--- src/rtl/dmem_arbiter.sv ---
// Two-port round-robin arbiter and single-cycle access sequencer for the
// byte-addressed data memory; rejects misaligned or illegal-size accesses.
//
// state  | meaning
// IDLE   | waiting for a request; arbitrates and latches the winner's command
// ACCESS | one memory cycle for the latched command, then done/err to owner
module dmem_arbiter #(
  parameter int ADDR_W = 9,
  parameter int DATA_W = 32
) (
  input  logic              clk,
  input  logic              rst_n,
  input  logic              r0_req,
  input  logic              r0_rw,
  input  logic [1:0]        r0_size,
  input  logic              r0_se,
  input  logic [ADDR_W-1:0] r0_addr,
  input  logic [DATA_W-1:0] r0_wdata,
  output logic              r0_gnt,
  output logic              r0_done,
  output logic              r0_err,
  output logic [DATA_W-1:0] r0_rdata,
  input  logic              r1_req,
  input  logic              r1_rw,
  input  logic [1:0]        r1_size,
  input  logic              r1_se,
  input  logic [ADDR_W-1:0] r1_addr,
  input  logic [DATA_W-1:0] r1_wdata,
  output logic              r1_gnt,
  output logic              r1_done,
  output logic              r1_err,
  output logic [DATA_W-1:0] r1_rdata,
  output logic [ADDR_W-1:0] mem_a,
  output logic [DATA_W-1:0] mem_di,
  output logic [1:0]        mem_size,
  output logic              mem_rw,
  output logic              mem_e,
  output logic              mem_se,
  input  logic [DATA_W-1:0] mem_do
);

  typedef enum logic {IDLE, ACCESS} state_t;

  state_t            state, state_nxt;
  logic              grant;
  logic              win;
  logic              rr_ptr;
  logic              cmd_owner;
  logic              cmd_rw;
  logic [1:0]        cmd_size;
  logic              cmd_se;
  logic [ADDR_W-1:0] cmd_addr;
  logic [DATA_W-1:0] cmd_wdata;
  logic              cmd_err;
  logic              mem_go;

  // Contention goes to rr_ptr; a lone requester always wins.
  assign win = (r0_req && r1_req) ? rr_ptr : r1_req;

  always_ff @(posedge clk or negedge rst_n) begin
    if (!rst_n) state <= IDLE;
    else        state <= state_nxt;
  end

  always_comb begin
    state_nxt = state;
    grant     = 1'b0;
    case (state)
      IDLE: begin
        if (r0_req || r1_req) begin
          grant     = 1'b1;
          state_nxt = ACCESS;
        end
      end
      ACCESS:  state_nxt = IDLE;
      default: state_nxt = IDLE;
    endcase
  end

  always_comb begin
    case (cmd_size)
      2'b00:   cmd_err = 1'b0;
      2'b01:   cmd_err = cmd_addr[0];
      2'b10:   cmd_err = |cmd_addr[1:0];
      default: cmd_err = 1'b1;
    endcase
  end

  always_ff @(posedge clk or negedge rst_n) begin
    if (!rst_n) begin
      rr_ptr    <= 1'b0;
      cmd_owner <= 1'b0;
      cmd_rw    <= 1'b0;
      cmd_size  <= 2'b00;
      cmd_se    <= 1'b0;
      cmd_addr  <= '0;
      cmd_wdata <= '0;
      r0_gnt    <= 1'b0;
      r1_gnt    <= 1'b0;
      r0_done   <= 1'b0;
      r1_done   <= 1'b0;
      r0_err    <= 1'b0;
      r1_err    <= 1'b0;
      r0_rdata  <= '0;
      r1_rdata  <= '0;
    end else begin
      r0_gnt  <= 1'b0;
      r1_gnt  <= 1'b0;
      r0_done <= 1'b0;
      r1_done <= 1'b0;
      r0_err  <= 1'b0;
      r1_err  <= 1'b0;
      if (grant) begin
        cmd_owner <= win;
        cmd_rw    <= win ? r1_rw    : r0_rw;
        cmd_size  <= win ? r1_size  : r0_size;
        cmd_se    <= win ? r1_se    : r0_se;
        cmd_addr  <= win ? r1_addr  : r0_addr;
        cmd_wdata <= win ? r1_wdata : r0_wdata;
        r0_gnt    <= ~win;
        r1_gnt    <= win;
        rr_ptr    <= ~win;
      end
      if (state == ACCESS) begin
        if (cmd_owner) begin
          r1_done <= 1'b1;
          r1_err  <= cmd_err;
          if (cmd_err)      r1_rdata <= '0;
          else if (!cmd_rw) r1_rdata <= mem_do;
        end else begin
          r0_done <= 1'b1;
          r0_err  <= cmd_err;
          if (cmd_err)      r0_rdata <= '0;
          else if (!cmd_rw) r0_rdata <= mem_do;
        end
      end
    end
  end

  // Rejected commands never reach the memory pins.
  assign mem_go   = (state == ACCESS) && !cmd_err;
  assign mem_e    = mem_go;
  assign mem_a    = mem_go ? cmd_addr  : '0;
  assign mem_di   = mem_go ? cmd_wdata : '0;
  assign mem_size = mem_go ? cmd_size  : 2'b10;
  assign mem_rw   = mem_go ? cmd_rw    : 1'b0;
  assign mem_se   = mem_go ? cmd_se    : 1'b0;

endmodule

--- config.mk ---
export PLATFORM = sky130hd
export DESIGN_NAME = dmem_arbiter
export DESIGN_NICKNAME = d
export VERILOG_FILES = /design/src/rtl/dmem_arbiter.sv
export SDC_FILE = /design/constraint.sdc
export NUM_CORES = 1
export LEC_CHECK = 0
export ABC_CLOCK_PERIOD_IN_PS = 1600
export CAP_MARGIN = 30
export CORE_MARGIN = 2
export CORE_UTILIZATION = 37
export CTS_BUF_LIST = sky130_fd_sc_hd__clkbuf_16
export DETAILED_ROUTE_END_ITERATION = 8
export HOLD_SLACK_MARGIN = 0.05
export PLACE_DENSITY = 0.76
export SETUP_SLACK_MARGIN = 0.15
export SYNTH_ARGS = -nofsm -noshare
export SYNTH_HDL_FRONTEND = slang
export SYNTH_SLANG_ARGS = --single-unit
--- constraint.sdc ---
create_clock -name clk -period 1.6 [get_ports clk]
set_input_delay 0.32 -clock clk [delete_from_list [all_inputs] [get_ports clk]]
set_output_delay 0.32 -clock clk [all_outputs]
set_load 0.02 [all_outputs]
==> impl_metrics.toml <==
[detailed_routing]
drt_pass1_iterations = 4
num_vias = 5018
routedWlPerCell_um = 22.5
antenna_left = 0
drt_iter0_drc = 283
drcViolationCount = 0
wl_um = 20500
viasPerCell = 5.51

[sta]
fmax_ghz = 0.486
drv_slew = 0
finClkSkew_ns = 0.00880
rsz0062_at_grt = "yes"
worst_slew_pin_slew_ns = 0.510
hold_violations = 0
min_period_ns = 2.06
finalCritPeriodShare = 1.29
setup_viol = 156
fin_tns_setup_ns = -36.00
maxSlewHeadroom = 0.660
layout_setup_ws_ns = -0.459
hold_ws_ns = 0.428

[die]
dieWidth_um = 122
dieArea_mm2 = 0.0148
row_count = 42
core_mm2 = 0.0133
start_util = 0.383
fp.dieH_um = 122
top_level_ports = 242

[placed_design]
place_ws_ns = -0.537
place_area_mm2 = 0.00827
portBuffers = 241
gp_congestion = 0.823
placed_cells = 827
dp_hpwl_um = 11900

[clocking]
worst_skew_pair.late_latency_ns = 0.42
clkTransAtPathRegs_ns = 0.06
cts_max_level = 4
cts_tree = "yes"
ctsRootBufferMaster = "clkbuf_16"
cts_inserted_buffers = 17
clkSinkCount = 118
cts_buffer_depth = 2

[yosys]
synthFlopType = "dfrtp_1"
yosys_warnings = 0
yosysTopAreaCellShare = 0.577
synth-edff-count = 0
synthAdderAreaFrac = 0
syn-num-nets = 538
async_reset_ff_frac = 1.00
synth_compound_area_frac = 0.218
syn-cell-area_mm2 = 0.00512
synth.area.mux_share = 0
yosysUniqueCellTypes = 25
ys_seq_elements = 118
synth.area.top_cells = "dfrtp_1 58%, o2bb2ai_1 10%, a221o_1 8.8%"
synth_simple_gate_area_frac = 0.163
netlist_instances = 412
synth-xor-area-share = 0
ys_seq_area_frac = 0.577
yosysTopAreaCell = "dfrtp_1"
synth_top_family_by_area = "compound AO/OA/AOI/OAI gates"
syn_area_per_cell_um2 = 12.4

[run_status]
status = "complete, but fails checks"
violations = "negative setup slack"

[setup_path]
worstSetupEndpoint = "mem_di[17]"
r2r_cells = 6
critPathKind = "reg2out"
rr_startpoint = "cmd_addr[1]"
crit_path_start = "cmd_size[0]"
worstReg2RegEnd = "r1_rdata[23]"
crit_path_end_kind = "output pin"
start_kind = "flip-flop"
required_ns = 1.28
ff2ff_setup_slack_ns = -0.27
crit_arrival_ns = 1.74
critical_path.max_fanout = 17

[global_route]
grt_pass1_wl_um = 31100
antenna_found_initial = 0
grt_pass1_vias = 5472
track_usage = 0.282
grt_start_max_net_pins = 36
grt.overflow.total = 0

[finish]
final_core_util = 0.756
fin_nets = 847
postLayoutCellArea_mm2 = 0.0101
final_cells = 910
syn_to_final_growth_pct = 97.1
num_antenna_cells = 0
nFillCells = 800
layout_common_cells = "124 x clkdlybuf4s50_1, 115 x dfrtp_1, 64 x buf_6"
final_common_cell = "clkdlybuf4s50_1"
drive_above_1_share = 0.450

[worst_hold_path]
hold_path_class = "in2async"

[flow_run]
drv_cap = 0

[power_and_ir_drop]
p_total_mw = 15.5
cellPowerDensity_mw_per_mm2 = 1530
peakVddDrop_mv = 0.782
p_leak_nw = 4.47
## flip-flops by register name, indices dropped and copies added (netlist names), 2 cells and up
signal / count
r0_rdata: 32
cmd_size: 2
r1_rdata: 32
cmd_addr: 9
cmd_wdata: 32
## timing repair
action / CTS / global route
buffers inserted: 23 / 7
gates cloned: 20 / 0
resized for setup: 469 / 98
pin swaps: 47 / 21
hold buffers: 1 / 0
endpoints found under the setup margin: 226 / 196
endpoints found under the hold margin: 30 / 0
## cell usage after synthesis, types with 2 or more instances
cell type and n:
inv_1 3, o2bb2ai_2 4, and2_1 48, nor2b_1 2, nand2b_1 32, o211ai_2 2, o2bb2ai_1 60, buf_2 6
a221o_1 45, nor3_1 2, dfrtp_1 118, buf_1 3, and3_1 44, o21ai_1 2, a21o_1 2, buf_6 6
clkbuf_1 25
## area by class of cell
| type | instances | area, µm² | share of cell area |
|---|---|---|---|
| multi-input cells | 251 | 2520 | 0.249 |
| inverters | 3 | 13.8 | 0.00136 |
| well taps | 176 | 220 | 0.0218 |
| repair buffers | 330 | 3770 | 0.374 |
| flip-flops and latches | 118 | 2960 | 0.293 |
| clock inverters | 15 | 179 | 0.0177 |
| clock buffers | 17 | 425 | 0.0422 |
## layer usage
layer	up-vias	GRT usage	share of wire
met5	-	0	0
met1	2472	0.331	0.38
met4	0	0.132	0.029
li1	2199	-	-
met3	43	0.0772	0.083
met2	304	0.481	0.51
## report_power, final
part | internal [mW] | switching [mW] | total [mW]
clock | 2.46 | 1.42 | 3.88
sequential | 3.99 | 0.774 | 4.76
combinational | 3.66 | 3.17 | 6.83
total | 10.1 | 5.37 | 15.5
## logic make-up after synthesis
| group | Yosys count |
|---|---|
| AND/OR/NAND/NOR | 132 |
| AO/OA/AOI/OAI | 119 |
| flip-flops | 118 |
| buffers and inverters | 43 |
## worst min-delay path by stage
stage / start / slack, ns / depth (start not counted) / endpoint
3_3_place_gp: rst_n / 0.32 / 1 / r0_rdata[20]
2_1_floorplan: rst_n / 0.02 / 0 / cmd_addr[0]
6_report: rst_n / 0.43 / 2 / r0_rdata[15]
4_1_cts: rst_n / 0.44 / 2 / r0_rdata[20]
3_5_place_dp: rst_n / 0.32 / 1 / r0_rdata[15]
5_1_grt: rst_n / 0.47 / 2 / r0_rdata[15]
## worst max-delay path, stage by stage (launching register included)
cell	delay, ns
dfrtp_2	0.44
nor3_4	0.21
or2_4	0.21
buf_12	0.16
and3_4	0.19
buf_6	0.11
Power figures use the tool's default switching activity.
